`src/rtl/mult_div_unit_if.sv`:
```
// mult_div_unit_if
//   Request/response bundle between the control unit (master) and the
//   multiply/divide unit (slave).
//   start/op/a/b      : operation request, sampled when the unit accepts it
//   hi_we/lo_we/wdata : MTHI/MTLO write port
//   busy/done         : in-flight flag and one-cycle completion pulse
//   div_by_zero       : sticky flag for the last accepted operation
//   hi/lo             : HI/LO register contents
interface mult_div_unit_if #(parameter int WIDTH = 32);
  logic             start;
  logic [1:0]       op;
  logic [WIDTH-1:0] a;
  logic [WIDTH-1:0] b;
  logic             hi_we;
  logic             lo_we;
  logic [WIDTH-1:0] wdata;
  logic             busy;
  logic             done;
  logic             div_by_zero;
  logic [WIDTH-1:0] hi;
  logic [WIDTH-1:0] lo;

  modport master (
    output start, op, a, b, hi_we, lo_we, wdata,
    input  busy, done, div_by_zero, hi, lo
  );

  modport slave (
    input  start, op, a, b, hi_we, lo_we, wdata,
    output busy, done, div_by_zero, hi, lo
  );
endinterface

```
`src/rtl/mult_div_unit.sv`:
```
// mult_div_unit
//   Iterative MULT/MULTU/DIV/DIVU unit owning the HI/LO pair. One operand bit
//   is processed per cycle; signed ops run on magnitudes and are fixed up in
//   a final correction cycle. Also services MTHI/MTLO writes while idle.
//   clk   : clock, rising edge
//   reset : asynchronous, active-high
//   bus   : mult_div_unit_if.slave (request, MTHI/MTLO, status, HI/LO)
module mult_div_unit #(
  parameter int WIDTH = 32
) (
  input logic              clk,
  input logic              reset,
  mult_div_unit_if.slave   bus
);

  localparam int CW = $clog2(WIDTH);

  typedef enum logic [1:0] {S_IDLE, S_RUN, S_FIX} state_t;

  state_t             r_state;
  logic [1:0]         r_op;
  logic [CW-1:0]      r_cnt;
  logic [2*WIDTH-1:0] r_acc;    // mul: {partial, multiplier}; div: {remainder, quotient}
  logic [WIDTH-1:0]   r_opd;    // multiplicand or divisor magnitude
  logic               r_neg_q;  // negate product / quotient
  logic               r_neg_r;  // negate remainder
  logic               r_dz;
  logic               r_done;
  logic [WIDTH-1:0]   r_hi;
  logic [WIDTH-1:0]   r_lo;

  // Operand magnitudes at accept; unsigned ops pass through untouched.
  logic             w_a_neg, w_b_neg, w_b_zero, w_is_div;
  logic [WIDTH-1:0] w_a_abs, w_b_abs;

  assign w_a_neg  = bus.op[0] & bus.a[WIDTH-1];
  assign w_b_neg  = bus.op[0] & bus.b[WIDTH-1];
  assign w_a_abs  = w_a_neg ? -bus.a : bus.a;
  assign w_b_abs  = w_b_neg ? -bus.b : bus.b;
  assign w_b_zero = (bus.b == '0);
  assign w_is_div = bus.op[1];

  // Shift-add step: add multiplicand into upper half when the current
  // multiplier LSB is set, then shift the whole accumulator right.
  logic [WIDTH:0] w_mul_sum;
  assign w_mul_sum = {1'b0, r_acc[2*WIDTH-1:WIDTH]}
                   + {1'b0, (r_acc[0] ? r_opd : {WIDTH{1'b0}})};

  // Restoring step: the shifted remainder needs one extra bit because it can
  // reach up to 2*divisor-1 before the trial subtract.
  logic [WIDTH:0]   w_rem_sh, w_rem_sub;
  logic             w_ge;
  logic [WIDTH-1:0] w_rem_nxt;
  assign w_rem_sh  = r_acc[2*WIDTH-1:WIDTH-1];
  assign w_ge      = (w_rem_sh >= {1'b0, r_opd});
  assign w_rem_sub = w_rem_sh - {1'b0, r_opd};
  assign w_rem_nxt = w_ge ? w_rem_sub[WIDTH-1:0] : w_rem_sh[WIDTH-1:0];

  // Sign correction applied in FIX.
  logic [2*WIDTH-1:0] w_prod;
  logic [WIDTH-1:0]   w_quo, w_rem;
  assign w_prod = r_neg_q ? -r_acc : r_acc;
  assign w_quo  = r_neg_q ? -r_acc[WIDTH-1:0] : r_acc[WIDTH-1:0];
  assign w_rem  = r_neg_r ? -r_acc[2*WIDTH-1:WIDTH] : r_acc[2*WIDTH-1:WIDTH];

  always_ff @(posedge clk or posedge reset) begin
    if (reset) begin
      r_state <= S_IDLE;
      r_op    <= '0;
      r_cnt   <= '0;
      r_acc   <= '0;
      r_opd   <= '0;
      r_neg_q <= 1'b0;
      r_neg_r <= 1'b0;
      r_dz    <= 1'b0;
      r_done  <= 1'b0;
      r_hi    <= '0;
      r_lo    <= '0;
    end else begin
      r_done <= 1'b0;
      case (r_state)
        S_IDLE: begin
          if (bus.start) begin
            // start has priority; any concurrent MTHI/MTLO is dropped
            r_op    <= bus.op;
            r_cnt   <= CW'(WIDTH-1);
            r_neg_q <= w_a_neg ^ w_b_neg;
            r_neg_r <= w_a_neg;
            r_dz    <= w_is_div & w_b_zero;
            if (w_is_div && w_b_zero) begin
              // Divide by zero bypasses RUN; FIX copies these straight out.
              r_acc   <= {bus.a, {WIDTH{1'b1}}};
              r_state <= S_FIX;
            end else if (w_is_div) begin
              r_acc   <= {{WIDTH{1'b0}}, w_a_abs};
              r_opd   <= w_b_abs;
              r_state <= S_RUN;
            end else begin
              r_acc   <= {{WIDTH{1'b0}}, w_b_abs};
              r_opd   <= w_a_abs;
              r_state <= S_RUN;
            end
          end else begin
            if (bus.hi_we) r_hi <= bus.wdata;
            if (bus.lo_we) r_lo <= bus.wdata;
          end
        end

        S_RUN: begin
          if (r_op[1]) r_acc <= {w_rem_nxt, r_acc[WIDTH-2:0], w_ge};
          else         r_acc <= {w_mul_sum, r_acc[WIDTH-1:1]};
          if (r_cnt == '0) r_state <= S_FIX;
          else             r_cnt   <= r_cnt - CW'(1);
        end

        S_FIX: begin
          if (r_dz) begin
            r_hi <= r_acc[2*WIDTH-1:WIDTH];
            r_lo <= r_acc[WIDTH-1:0];
          end else if (r_op[1]) begin
            r_hi <= w_rem;
            r_lo <= w_quo;
          end else begin
            r_hi <= w_prod[2*WIDTH-1:WIDTH];
            r_lo <= w_prod[WIDTH-1:0];
          end
          r_done  <= 1'b1;
          r_state <= S_IDLE;
        end

        default: r_state <= S_IDLE;
      endcase
    end
  end

  assign bus.busy        = (r_state != S_IDLE);
  assign bus.done        = r_done;
  assign bus.div_by_zero = r_dz;
  assign bus.hi          = r_hi;
  assign bus.lo          = r_lo;

endmodule

```
`src/flat_wrapper.sv`:
```
// flat-port wrapper written by rule: the top's interface ports become plain ports
module mult_div_unit_flat 
#(
  parameter int WIDTH = 32
)
  (clk, reset, bus_start, bus_op, bus_a, bus_b, bus_hi_we, bus_lo_we, bus_wdata, bus_busy, bus_done, bus_div_by_zero, bus_hi, bus_lo);
  mult_div_unit_if #(.WIDTH(WIDTH)) bus_i ();
  input logic clk;
  input logic reset;
  input wire logic [$bits(bus_i.start)-1:0] bus_start;
  input wire logic [$bits(bus_i.op)-1:0] bus_op;
  input wire logic [$bits(bus_i.a)-1:0] bus_a;
  input wire logic [$bits(bus_i.b)-1:0] bus_b;
  input wire logic [$bits(bus_i.hi_we)-1:0] bus_hi_we;
  input wire logic [$bits(bus_i.lo_we)-1:0] bus_lo_we;
  input wire logic [$bits(bus_i.wdata)-1:0] bus_wdata;
  output wire logic [$bits(bus_i.busy)-1:0] bus_busy;
  output wire logic [$bits(bus_i.done)-1:0] bus_done;
  output wire logic [$bits(bus_i.div_by_zero)-1:0] bus_div_by_zero;
  output wire logic [$bits(bus_i.hi)-1:0] bus_hi;
  output wire logic [$bits(bus_i.lo)-1:0] bus_lo;
  assign bus_i.start = bus_start;
  assign bus_i.op = bus_op;
  assign bus_i.a = bus_a;
  assign bus_i.b = bus_b;
  assign bus_i.hi_we = bus_hi_we;
  assign bus_i.lo_we = bus_lo_we;
  assign bus_i.wdata = bus_wdata;
  assign bus_busy = bus_i.busy;
  assign bus_done = bus_i.done;
  assign bus_div_by_zero = bus_i.div_by_zero;
  assign bus_hi = bus_i.hi;
  assign bus_lo = bus_i.lo;
  mult_div_unit #(.WIDTH(WIDTH)) u_core (.clk(clk), .reset(reset), .bus(bus_i));
endmodule
```
`config.mk`:
```
export PLATFORM = sky130hd
export DESIGN_NAME = mult_div_unit_flat
export DESIGN_NICKNAME = d
export VERILOG_FILES = /design/src/rtl/mult_div_unit_if.sv /design/src/rtl/mult_div_unit.sv /design/src/flat_wrapper.sv
export SDC_FILE = /design/constraint.sdc
export NUM_CORES = 1
export LEC_CHECK = 0
export CAP_MARGIN = 20
export CORE_MARGIN = 10
export CORE_UTILIZATION = 60
export DETAILED_ROUTE_END_ITERATION = 16
export PLACE_DENSITY = 0.84
export SYNTH_ARGS = -nofsm -noshare
export SYNTH_HDL_FRONTEND = slang
export SYNTH_SLANG_ARGS = --single-unit
```
`constraint.sdc`:
```
create_clock -name clk -period 17.01 [get_ports clk]
set_input_delay 3.402 -clock clk [delete_from_list [all_inputs] [get_ports clk]]
set_output_delay 3.402 -clock clk [all_outputs]
set_load 0.05 [all_outputs]
```
==> flow_summary.yaml <==
floorplanning:
  row_count: 58
  core-area_mm2: 0.02533
  chipHeight_um: 181.1
  die_w_um: 181.1
  dieArea_mm2: 0.03278
  top_level_ports: 170
  initial_core_util_pct: 61.46
status:
  outcome: "complete, no violations"
logic_synthesis:
  netlist_area_mm2: 0.01556
  synthCells: 2006
  ys_seq_area_share_pct: 27.65
  syn_nets: 2181
  synth_edf_count: 0
  yosysUniqueCellTypes: 80
  syn_area_per_cell_um2: 7.759
  async_flop_share_pct: 100.0
  yosys_warnings: 0
  synth_top_flop_cell: "dfrtp_1"
  synth_top_area_cell: "dfrtp_1"
  synth_area_leaders: "dfrtp_1, o21ai_0, mux2i_1, a21oi_1, ha_1"
  synth_top_area_share_pct: 27.65
  ys_seq_elements: 172
route:
  remaining_drc_errors: 0
  via_per_inst: 6.776
  detail-route-antenna-nets: 0
  route.vias.total: 16430
  drt-total-wl_mm: 58.48
  drtPass1Iterations: 8
  route.met2.wl_mm: 25.22
  routed.top_layer: "met4"
  drt_iter0_drc: 1961
  m1WireLength_mm: 22.54
  wl_met3_mm: 6.373
  avgRoutedWirePerCell_um: 24.12
sta:
  setup_slack_ps: 10350
  fin_tns_setup_ps: 0
  skew_ps: 13.78
  fin_crit_sh_pct: 39.14
  setup_violations: 0
  rsz0062_at_grt: "no"
  tightest_slew_ps: 1100
  clock.fmax_ghz: 0.1502
  relSlewSlack_pct: 26.61
  fin_crit_ps: 6657
  finalMaxSlewViolations: 0
  hold_viol: 0
flow_run:
  maxCapViolations: 0
pwr:
  vdd.ir_drop.worst_mv: 0.2368
  power_density_mw_per_mm2: 236.8
  p_leak_nw: 7.226
critical_path:
  worstPathRequired_ps: 17350
  cp_data_arrival_time_ps: 6990
  path_max_fanout: 35
  crit_slowest_cell: "or4_1"
  setup.worst_path.start_class: "input pin"
  path_class: "in -> reg"
  critPathTopFamily: "simple AND/OR/NAND/NOR gates"
  end_kind: "register"
  cp_common_cell: "buf_4"
  critPathBufInv: 3
  worstPathCellList: "clkdlybuf4s50_1 > or4_1 > nor3_1 > nand4_1 > nor4_4 > buf_4 > nand2b_1 > buf_4 > nor2_1 > a221oi_1"
  crit_path_max_incr_delay_ps: 600
global_route:
  grt_max_degree: 103
  grtUsageTotal_pct: 33.82
  antenna_found_initial: 0
  first_global_vias: 15120
  gr-total-overflow: 0
  grt_first_pass_wirelength_mm: 88.26
clock_tree:
  htree_levels: 4
  cts.path.max_buffers: 2
  post-cts-setup-buffers: 0
  cts-root-buf: "clkbuf_16"
  hold_buffers: 0
  clock_sinks: 172
  cts_tree: "yes"
  cts_buffers: 17
  cts-resized-gates: 0
  clk_pin_slew_ps: 80
  clock_latency_ps: 450
min_path:
  min_path_type: "reg -> reg"
layout:
  drive_gt1_share_pct: 4.010
  area_growth_pct: 15.18
  n_antenna_cell: 0
  fillCellCount: 2060
  nets: 2257
place:
  place_ws_ps: 9971
  dp_hpwl_mm: 44.22
  gp_congestion: 1.013
  port_buffers: 169
## worst paths after layout
kind	startpoint	endpoint	slack [ps]	cells past startpoint
setup / recovery	bus_b[17]	u_core.r_acc[29]	10350	10
hold / removal	u_core.r_opd[10]	u_core.r_opd[10]	490	2
min in group asynchronous	reset	u_core.bus.lo[14]	3510	2
setup reg to reg	u_core.r_acc[0]	u_core.r_acc[62]	12910	12
max in group asynchronous	reset	u_core.r_op[1]	11790	3
hold reg to reg	u_core.r_opd[10]	u_core.r_opd[10]	490	2
## power breakdown
group	total [mW]	switching, mW	internal, mW
Combinational	2.89	1.80	1.10
Sequential	0.944	0.330	0.614
Clock	0.406	0.206	0.200
Total	4.24	2.33	1.91
## placed cells by master (no fill, tap or decap), types with 14 or more instances in the layout
| master | n |
|---|---|
| o221ai_1 | 16 |
| ha_1 | 70 |
| nand3_1 | 36 |
| o31ai_1 | 33 |
| clkbuf_16 | 17 |
| nor2_1 | 174 |
| nor4_1 | 16 |
| buf_4 | 17 |
| a21oi_1 | 184 |
| o211ai_1 | 18 |
| dfrtp_1 | 171 |
| o21ai_0 | 207 |
| xnor2_1 | 92 |
| nand2_1 | 219 |
| nand2b_1 | 14 |
| nor2b_1 | 39 |
| nor3_1 | 39 |
| or3_1 | 15 |
| xor2_1 | 85 |
| a31oi_1 | 26 |
| a211oi_1 | 49 |
| a21o_1 | 34 |
| mux2i_1 | 96 |
| inv_1 | 57 |
| clkdlybuf4s50_1 | 168 |
## registers in the layout (all words and copies together) (netlist names)
register,count
u_core.r_acc,64
u_core.bus.hi,32
u_core.bus.lo,32
u_core.r_opd,32
u_core.r_cnt,5
u_core.r_state,2
u_core.bus.div_by_zero,1
u_core.bus.done,1
u_core.r_neg_q,1
u_core.r_neg_r,1
u_core.r_op,1
## logic make-up after synthesis
logic type      count (synthesis)  synth area share (%)
compound gates                668                 26.58
xor+xnor                      177                 9.960
fa+ha+maj                      72                 5.884
buf+inv                       188                 4.638
flops                         172                 27.65
mux                            97                 6.246
simple gates                  632                 19.04
## area by class of cell
| type | instances | area [um^2] | share of cell area (%) |
|---|---|---|---|
| clock buffers | 17 | 425.4 | 2.373 |
| clock inverters | 15 | 182.7 | 1.019 |
| inverters | 59 | 227.7 | 1.270 |
| multi-input cells | 1646 | 10560 | 58.90 |
| flip-flops and latches | 172 | 4305 | 24.02 |
| well taps | 330 | 412.9 | 2.303 |
| repair buffers | 186 | 1814 | 10.12 |
## synthesized netlist by cell type, drive strengths merged (16+ instances only)
master / instances
nand3: 36
a31oi: 26
or3: 17
nand2: 221
nor2b: 40
clkbuf: 101
dfrtp: 172
buf: 28
nor2: 176
xor2: 85
o21ai: 213
mux2i: 96
a21oi: 184
a21o: 34
o211ai: 18
nor4: 17
o31ai: 34
xnor2: 92
ha: 70
a211oi: 49
o221ai: 16
nor3: 41
inv: 59
## layer usage
layer,track usage [%],up-vias
met2,51.71,1084
met4,21.97,0
met3,6.593,206
met1,42.85,7738
met5,0,-
li1,-,7404
## stage by stage
step | hold slack (ps) | cell area [um^2] | power [mW] | cells | util, %
5_1_grt | 526.6 | 17930 | 4.490 | 2425 | 70.78
3_3_place_gp | 464.3 | 17320 | 3.681 | 2393 | 68.38
2_1_floorplan | 449.7 | 15560 | 2.882 | 2006 | -
3_5_place_dp | 476.1 | 17320 | 3.741 | 2393 | 68.38
6_report | 492.9 | 17930 | 4.245 | 2425 | 70.78
4_1_cts | 494.5 | 17930 | 4.157 | 2425 | 70.78
## worst min-delay path, cell delays in order (launching register included)
cell     delay (ps)
dfrtp_1         350
nand2_1          50
o21ai_0          60
Note: power is estimated with default switching activity, not from simulation.
